$ cat src/rtl/float_mon_pkg.sv
// Shared float field widths and class codes for the float classification monitor.
// Used by float_classify and float_class_monitor.
package float_mon_pkg;
    localparam int EXP_W = 8;
    localparam int MAN_W = 23;
    localparam logic [EXP_W-1:0] EXP_MAX = 8'd255;
    localparam int NUM_CLASSES = 6;

    typedef enum logic [2:0] {
        CLS_ZERO      = 3'd0,
        CLS_SUBNORMAL = 3'd1,
        CLS_NORMAL    = 3'd2,
        CLS_INF       = 3'd3,
        CLS_QNAN      = 3'd4,
        CLS_SNAN      = 3'd5
    } float_class_e;
endpackage

$ cat src/rtl/float_classify.sv
// Purely combinational IEEE-754 single-precision classifier: class code and sign.
// Sign is ignored when choosing the class.
module float_classify
    import float_mon_pkg::*;
(
    input  logic [31:0] num_i,
    output logic [2:0]  class_o,
    output logic        sign_o
);
    logic [EXP_W-1:0] exp_w;
    logic [MAN_W-1:0] man_w;

    assign exp_w  = num_i[30:23];
    assign man_w  = num_i[22:0];
    assign sign_o = num_i[31];

    always_comb begin
        class_o = CLS_NORMAL;
        if (exp_w == '0) begin
            class_o = (man_w == '0) ? CLS_ZERO : CLS_SUBNORMAL;
        end else if (exp_w == EXP_MAX) begin
            if (man_w == '0)
                class_o = CLS_INF;
            else if (man_w[MAN_W-1])
                class_o = CLS_QNAN;
            else
                class_o = CLS_SNAN;
        end
    end
endmodule

$ cat src/rtl/float_class_monitor.sv
// Two-stage float sample monitor: classifies samples, keeps saturating per-class counts.
// Optional FLOAT_MON_MAXMAG_EN tracks the largest finite magnitude seen on max_mag.
module float_class_monitor
    import float_mon_pkg::*;
#(
    parameter int CNT_W = 16
) (
    input  logic             clk,
    input  logic             rst,
    input  logic             in_valid,
    input  logic [31:0]      in_num,
    input  logic             clear,
    input  logic [2:0]       sel_class,
    output logic             out_valid,
    output logic [2:0]       out_class,
    output logic             out_sign,
    output logic [CNT_W-1:0] cnt_out,
    output logic [30:0]      max_mag
);
    localparam logic [CNT_W-1:0] CNT_ONE = 1;

    logic             s1_valid_q;
    logic [31:0]      s1_num_q;
    logic             out_valid_q;
    logic [2:0]       out_class_q, out_class_d;
    logic             out_sign_q, out_sign_d;
    logic [CNT_W-1:0] cnt_q [NUM_CLASSES];
    logic [CNT_W-1:0] cnt_d [NUM_CLASSES];
    logic [CNT_W-1:0] cnt_out_q, cnt_out_d;
    logic [2:0]       cls_w;
    logic             sign_w;

    float_classify u_classify (
        .num_i   (s1_num_q),
        .class_o (cls_w),
        .sign_o  (sign_w)
    );

    // Class/sign hold their last value while no sample completes stage 2.
    always_comb begin
        out_class_d = out_class_q;
        out_sign_d  = out_sign_q;
        if (s1_valid_q) begin
            out_class_d = cls_w;
            out_sign_d  = sign_w;
        end
    end

    // A sample completing on a clear edge is output but not counted.
    always_comb begin
        cnt_out_d = '0;
        for (int i = 0; i < NUM_CLASSES; i++) begin
            cnt_d[i] = cnt_q[i];
            if (clear)
                cnt_d[i] = '0;
            else if (s1_valid_q && cls_w == 3'(i) && cnt_q[i] != '1)
                cnt_d[i] = cnt_q[i] + CNT_ONE;
            if (sel_class == 3'(i))
                cnt_out_d = cnt_d[i];
        end
    end

    always_ff @(posedge clk) begin
        if (rst) begin
            s1_valid_q  <= 1'b0;
            s1_num_q    <= '0;
            out_valid_q <= 1'b0;
            out_class_q <= '0;
            out_sign_q  <= 1'b0;
            cnt_out_q   <= '0;
            for (int i = 0; i < NUM_CLASSES; i++)
                cnt_q[i] <= '0;
        end else begin
            s1_valid_q  <= in_valid;
            s1_num_q    <= in_num;
            out_valid_q <= s1_valid_q;
            out_class_q <= out_class_d;
            out_sign_q  <= out_sign_d;
            cnt_out_q   <= cnt_out_d;
            for (int i = 0; i < NUM_CLASSES; i++)
                cnt_q[i] <= cnt_d[i];
        end
    end

`ifdef FLOAT_MON_MAXMAG_EN
    logic [30:0] max_q, max_d;

    // Only finite classes (ZERO/SUBNORMAL/NORMAL) take part in the maximum.
    always_comb begin
        max_d = max_q;
        if (clear)
            max_d = '0;
        else if (s1_valid_q && cls_w <= CLS_NORMAL && s1_num_q[30:0] > max_q)
            max_d = s1_num_q[30:0];
    end

    always_ff @(posedge clk) begin
        if (rst)
            max_q <= '0;
        else
            max_q <= max_d;
    end

    assign max_mag = max_q;
`else
    assign max_mag = '0;
`endif

    assign out_valid = out_valid_q;
    assign out_class = out_class_q;
    assign out_sign  = out_sign_q;
    assign cnt_out   = cnt_out_q;
endmodule

$ cat config.mk
export PLATFORM = sky130hd
export DESIGN_NAME = float_class_monitor
export DESIGN_NICKNAME = d
export VERILOG_FILES = /design/src/rtl/float_mon_pkg.sv /design/src/rtl/float_classify.sv /design/src/rtl/float_class_monitor.sv
export SDC_FILE = /design/constraint.sdc
export NUM_CORES = 1
export LEC_CHECK = 0
export CAP_MARGIN = 25
export CORE_AREA = 3 3 143 145
export DETAILED_ROUTE_END_ITERATION = 7
export DIE_AREA = 0 0 146 148
export GPL_TIMING_DRIVEN = 0
export SETUP_SLACK_MARGIN = 0.3
export SYNTH_ARGS = -nofsm -noshare
export SYNTH_HDL_FRONTEND = slang
export SYNTH_HIERARCHICAL = 1
export SYNTH_SLANG_ARGS = --single-unit
export TNS_END_PERCENT = 20
$ cat constraint.sdc
create_clock -name clk -period 2.7 [get_ports clk]
set_clock_uncertainty 0.05 [all_clocks]
set_input_delay 0.54 -clock clk [delete_from_list [all_inputs] [get_ports clk]]
set_output_delay 0.54 -clock clk [all_outputs]
set_load 0.05 [all_outputs]
==> flow_metrics.env, run 1 <==
export IMPL_status="finished, violations left"
export IMPL_violations="setup timing"
export IMPL_hold_slack_ns=0.4388
export IMPL_critPathMaxFanout=5
export IMPL_synth_compound_area_share_pct=11.98
export IMPL_synth_top_family_by_area="simple AND/OR/NAND/NOR gates"
export IMPL_firstDrtPassIters=5
export IMPL_grt_overflow_total=0
export IMPL_synth_most_common_cell="dfxtp_1"
export IMPL_cts_sinks=150
export IMPL_num_antenna_cells=0
export IMPL_track_usage_pct=21.26
export IMPL_max_freq_ghz=0.3172
export IMPL_setup_slack_ns=-0.4529
export IMPL_synth_largest_area_cell="dfxtp_1"
export IMPL_synthAdderAreaFrac_pct=0.9791
export IMPL_ant_nets=0
export IMPL_final_layout_size_suffix_gt1_share_pct=28.38
export IMPL_crit_chain="nand4_1 > or2_4 > a31oi_4 > a21oi_4 > buf_6 > nand4bb_4 > nor3_4 > buf_4 > a41oi_1 > o21ai_0 > a311oi_2 > o22a_1"
export IMPL_via_count=7323
export IMPL_area_growth_pct=41.74
export IMPL_synthMuxAreaShare_pct=2.366
export IMPL_grt_pass1_wl_mm=36.45
export IMPL_synth_common_cells="dfxtp_1 (150), nor2_1 (120), nand2_1 (57), nand4_1 (41)"
export IMPL_dieArea_um2=21610
export IMPL_clockRootBuffer="clkbuf_16"
export IMPL_p_seq_share_pct=44.3
export IMPL_htreeDepth=4
export IMPL_setup_viol=24
export IMPL_synth_area_um2=7667
export IMPL_dp_hpwl_mm=16.79
export IMPL_synthSimpleGateAreaFrac_pct=32.46
export IMPL_worst_pin_slew_ns=1.427
export IMPL_fin_util_pct=56.21
export IMPL_critPathTopFamily="compound AO/OA/AOI/OAI gates"
export IMPL_slowest_delay_ns=0.38
export IMPL_fin_crit_ns=3.153
export IMPL_worstHoldPathType="reg -> reg"
export IMPL_synth_edf_count=0
export IMPL_post_route_drc_count=0
export IMPL_critical_path_class="reg -> reg"
export IMPL_yosysUniqueCellTypes=74
export IMPL_rows=51
export IMPL_pwr_density_cell_nw_per_um2=471.7
export IMPL_switching_share_pct=25.87
export IMPL_critPathRequiredTime_ns=2.96
export IMPL_ios=91
export IMPL_viasPerCell=5.510
export IMPL_cp_start_kind="register"
export IMPL_max_cap_violations=0
export IMPL_worstSetupEndpointType="register"
export IMPL_die_w_um=146
export IMPL_final_cell_area_um2=10870
export IMPL_synth_xor_area_share_pct=7.539
export IMPL_cts_buffers=17
export IMPL_power_share_clock_pct=45.9
export IMPL_switching_power_mw=1.326
export IMPL_placed_area_um2=8773
export IMPL_leakage_nw=3.617
export IMPL_place_port_buffers=57
export IMPL_fin_total_pwr_mw=5.126
export IMPL_crit_buf_inv=2
export IMPL_core_um2=19330
export IMPL_clockBufferDepth=2
export IMPL_netlist_instances=897
export IMPL_nets=1096
export IMPL_synth_top_area_share_pct=39.16
export IMPL_clk_pin_slew_ns=0.06
export IMPL_antenna_found_initial=0
export IMPL_synth_seq_area_share_pct=39.16
export IMPL_clk_latency_ns=0.44
export IMPL_critPathArrivalTime_ns=3.41
export IMPL_gp_congestion=0.8974
export IMPL_drt_total_wl_mm=23.78
export IMPL_fin_crit_sh_pct=116.8
export IMPL_worst_path_max_delay_cell="o21ai_0"
export IMPL_maxSlewViolCount=0
export IMPL_comb_power_share_pct=9.7
export IMPL_drt_iter0_drc=663
export IMPL_wl_per_cell_um=17.89
export IMPL_ir_worst_vdd_v=0.0004057
export IMPL_synth_top_flop_cell="dfxtp_1"
export IMPL_yosys_register_bits=150
export IMPL_intPower_mw=3.800
export IMPL_cts_tree="done"
export IMPL_dp_cells=1249
export IMPL_start_util_pct=39.66
export IMPL_async_reset_ff_share_pct=0
export IMPL_yosys_warnings=6
export IMPL_die_height_um=148
export IMPL_slew_headroom_pct=3.610
export IMPL_rsz0062_at_grt="yes"
export IMPL_final_cells=1329
export IMPL_hold_viol_final=0
export IMPL_syn_area_per_cell_um2=8.548
export IMPL_synth_area_leaders="dfxtp_1 (39%), nor2_1 (5.9%), xnor2_1 (4.3%), nand4_1 (3.3%), xor2_1 (3.2%)"
export IMPL_grt_pass1_vias=6684
export IMPL_grt_max_degree=17
==> logic make-up after synthesis <==
kind of cell,after synthesis
simple gates,450
xor+xnor,66
flops,150
buf+inv,78
compound gates,128
mux,18
other cells,1
fa+ha+maj,6
==> worst register-to-register path: stages, from the launching register on <==
cell       delay [ns]
dfxtp_2          0.35
nand4_1          0.10
or2_4            0.27
a31oi_4          0.23
a21oi_4          0.07
buf_6            0.14
nand4bb_4        0.30
nor3_4           0.37
buf_4            0.17
a41oi_1          0.14
o21ai_0          0.38
a311oi_2         0.21
o22a_1           0.24
==> state kept, by name, indices dropped and copies added, names as in the netlist <==
signal	cells
s1_valid_q	1
out_sign	1
s1_num_q	32
cnt_q	96
out_class	3
out_valid	1
cnt_out	16
==> through the flow <==
stage               setup WS [ns]  TNS [ns]
finish                    -0.4529    -6.094
CTS                       -0.4599    -6.456
floorplan                -0.04660   -0.1885
global route              -0.5645    -9.962
detailed placement         -1.003    -27.71
global placement           -1.007    -25.44
==> cells in the final DEF (no fill, tap or decap), types with 9 or more instances in the layout <==
cell	synthesis	final
buf_6	0	15
buf_4	32	68
clkdlybuf4s50_1	0	57
o21ai_0	18	9
and4_1	13	12
nand2_1	57	57
nand4_1	41	41
o21a_1	9	9
nor2_2	0	9
dfxtp_2	0	9
o22ai_1	12	10
xor2_2	0	13
conb_1	1	31
xnor2_2	0	18
nor2_1	120	107
and2_1	10	10
a21oi_1	16	12
and3_1	15	13
nand3_1	39	31
nor3_1	32	16
nor3_4	0	10
clkbuf_1	30	23
clkbuf_16	0	17
nor2b_1	39	39
mux2i_1	17	10
xnor2_1	38	20
xor2_1	28	14
nor4_4	1	12
dfxtp_1	150	141
==> cell type report <==
| type | instances | area (um2) |
|---|---|---|
| sequential | 150 | 3014 |
| buffer | 70 | 440.4 |
| clock buffer | 21 | 470.5 |
| timing repair buffer | 105 | 973.4 |
| inverter | 8 | 30.03 |
| fill | 1748 | 8467 |
| multi-input combinational | 699 | 5497 |
| tap | 265 | 331.6 |
| clock inverter | 11 | 111.4 |
==> power by group through the flow <==
| stage | logic (mW) | registers (mW) | clock network [mW] |
|---|---|---|---|
| 2_1_floorplan | 0.274 | 2.35 | 0 |
| 3_3_place_gp | 0.443 | 2.31 | 0 |
| 3_5_place_dp | 0.443 | 2.32 | 0 |
| 4_1_cts | 0.472 | 2.27 | 2.37 |
| 5_1_grt | 0.528 | 2.28 | 2.48 |
| 6_report | 0.499 | 2.27 | 2.35 |
==> path summary, 6_finish.rpt <==
kind,slack [ns],startpoint,depth (start not counted),end
max,-0.45,s1_num_q[23]$_SDFF_PP0_,12,cnt_out[13]$_SDFF_PP0_
min reg2reg,0.44,out_class[0]$_SDFFE_PP0P_,2,out_class[0]$_SDFFE_PP0P_
max reg2reg,-0.45,s1_num_q[23]$_SDFF_PP0_,12,cnt_out[13]$_SDFF_PP0_
min,0.44,out_class[0]$_SDFFE_PP0P_,2,out_class[0]$_SDFFE_PP0P_
==> metal layers <==
layer	global-route usage [%]	vias to the layer above	wire (um)	share of wire, %
met4	10.07	0	977	4.1
met5	0	-	0	0
met2	33.05	310	10820	45
met1	28.53	3457	10340	43
li1	-	3496	-	-
met3	4.231	60	1650	6.9
==> timing repair <==
item,4_1_cts,5_1_grt
resized for setup,129,101
setup endpoints to repair,111,110
buffers inserted,28,17
gates cloned,0,1
pin swaps,58,82
hold buffers,0,0
Power figures use the tool's default switching activity.
==> run 2, diff against run 1 <==
Settings changed: CAP_MARGIN 25 to not set, REMOVE_ABC_BUFFERS set to 1.
==> flow_metrics.env, run 2 (synthesis results as in run 1) <==
export IMPL_intPower_mw=3.766
export IMPL_p_seq_share_pct=45.2
export IMPL_fin_util_pct=54.00
export IMPL_critPathRequiredTime_ns=2.95
export IMPL_clk_latency_ns=0.43
export IMPL_final_common_cell="dfxtp_1"
export IMPL_drt_total_wl_mm=22.86
export IMPL_comb_power_share_pct=9.0
export IMPL_antenna_found_initial=0
export IMPL_clockRootBuffer="clkbuf_16"
export IMPL_die_w_um=146
export IMPL_hold_viol_final=0
export IMPL_start_util_pct=39.66
export IMPL_worstHoldPathType="reg -> reg"
export IMPL_reg2reg_from="cnt_q[0][0]$_SDFF_PP0_"
export IMPL_final_layout_size_suffix_gt1_share_pct=24.68
export IMPL_viasPerCell=5.555
export IMPL_leakage_nw=3.427
export IMPL_dieArea_um2=21610
export IMPL_whs_endpoint="out_sign$_SDFFE_PP0P_"
export IMPL_switching_power_mw=1.272
export IMPL_status="finished, violations left"
export IMPL_gp_congestion=0.8968
export IMPL_die_height_um=148
export IMPL_gr_usage_met1_pct=26.44
export IMPL_rsz0062_at_grt="yes"
export IMPL_fin_crit_ns=3.283
export IMPL_cp_start_kind="register"
export IMPL_via_count=7033
export IMPL_critPathArrivalTime_ns=3.53
export IMPL_num_antenna_cells=0
export IMPL_setup_tns_ns=-8.984
export IMPL_grt_pass1_wl_mm=34.45
export IMPL_dp_cells=1183
export IMPL_hold_path_startpoint="s1_num_q[31]$_SDFF_PP0_"
export IMPL_worstSetupEndpointType="register"
export IMPL_clk_pin_slew_ns=0.06
export IMPL_rows=51
export IMPL_ant_nets=0
export IMPL_power_share_clock_pct=45.8
export IMPL_cts_tree="done"
export IMPL_htreeDepth=4
export IMPL_drt_iter0_drc=673
export IMPL_track_usage_pct=20.21
export IMPL_slew_headroom_pct=4.818
export IMPL_grtUsageMet2_pct=32.43
export IMPL_final_cell_mix="dfxtp_1 (141), nor2_1 (112), clkdlybuf4s50_1 (56)"
export IMPL_setup_viol=35
export IMPL_critical_path_class="reg -> reg"
export IMPL_firstDrtPassIters=5
export IMPL_r2r_end="cnt_out[7]$_SDFF_PP0_"
export IMPL_worst_pin_slew_ns=1.416
export IMPL_nets=1033
export IMPL_fin_total_pwr_mw=5.039
export IMPL_ios=91
export IMPL_fin_crit_sh_pct=121.6
export IMPL_violations="setup timing"
export IMPL_setup_slack_ns=-0.5831
export IMPL_cts_sinks=150
export IMPL_ir_worst_vdd_v=0.0003943
export IMPL_largest_reg_flops=96
export IMPL_cts_hold_buffers=0
export IMPL_pwr_density_cell_nw_per_um2=482.6
export IMPL_cts_buffers=17
export IMPL_gr_usage_met3_pct=5.886
export IMPL_core_um2=19330
export IMPL_grt_pass1_vias=6441
export IMPL_grt_max_degree=63
export IMPL_rrSetupSlack_ns=-0.58
export IMPL_post_route_drc_count=0
export IMPL_critPathMaxFanout=9
export IMPL_area_growth_pct=36.16
export IMPL_final_cells=1266
export IMPL_place_port_buffers=59
export IMPL_clockBufferDepth=2
export IMPL_maxSlewViolCount=0
export IMPL_hold_depth=2
export IMPL_busiest_layer="met2"
export IMPL_largest_register="cnt_q"
export IMPL_switching_share_pct=25.25
export IMPL_fillers=1735
export IMPL_max_freq_ghz=0.3046
export IMPL_wl_per_cell_um=18.06
export IMPL_max_cap_violations=0
export IMPL_dp_hpwl_mm=15.27
export IMPL_hold_slack_ns=0.4288
export IMPL_grt_overflow_total=0
export IMPL_r2r_worst_path_cells=7
## run 2: cell type report
class | count | area, um2 | share of cell area (%)
clock inverter | 13 | 131.4 | 1.258
clock buffer | 19 | 432.9 | 4.147
sequential | 150 | 3014 | 28.87
timing repair buffer | 112 | 1077 | 10.32
inverter | 8 | 30.03 | 0.2876
tap | 265 | 331.6 | 3.176
multi-input combinational | 699 | 5423 | 51.94
## run 2: power groups by stage
stage	clock (mW)	sequential, mW	combinational [mW]
CTS	2.34	2.28	0.431
global placement	0	2.32	0.387
global route	2.44	2.28	0.475
detailed placement	0	2.32	0.392
floorplan	0	2.35	0.204
finish	2.31	2.28	0.451
## run 2: how the worst max path moves through the flow
stage	from	to	slack, ns	cells after the start
floorplan	s1_num_q[10]$_SDFF_PP0_	cnt_out[14]$_SDFF_PP0_	-0.78	9
global route	s1_num_q[19]$_SDFF_PP0_	cnt_out[3]$_SDFF_PP0_	-0.67	12
detailed placement	s1_num_q[10]$_SDFF_PP0_	cnt_out[8]$_SDFF_PP0_	-2.06	10
finish	cnt_q[0][0]$_SDFF_PP0_	cnt_out[7]$_SDFF_PP0_	-0.58	7
global placement	s1_num_q[10]$_SDFF_PP0_	cnt_out[6]$_SDFF_PP0_	-2.06	10
CTS	s1_num_q[19]$_SDFF_PP0_	cnt_out[6]$_SDFF_PP0_	-0.49	12
## run 2: metal layers
layer / up-vias / wire length [um]
li1: 3370 / -
met5: - / 0
met3: 36 / 1396
met4: 0 / 619
met2: 240 / 10570
met1: 3387 / 10280
## run 2: what timing repair did
item	CTS	global route
setup endpoints to repair	113	110
gates resized for setup	140	74
setup buffers	34	17
pin swaps	77	63
gates cloned	0	0
## run 2: worst max-delay path: stages, from the launching register on
cell and delay [ns]:
dfxtp_1 0.43, ha_1 0.26, nand3_1 0.26, nor4_2 1.14
nor3_2 0.16, xnor2_2 0.33, o22ai_2 0.16, o32a_1 0.38
## run 2: stage by stage
step	cell area (um2)	worst slack, ns
after floorplan	7391	-0.7837
after global placement	8313	-2.059
after CTS	9898	-0.4928
after global routing	10440	-0.6747
after detailed placement	8346	-2.056
final	10440	-0.5831
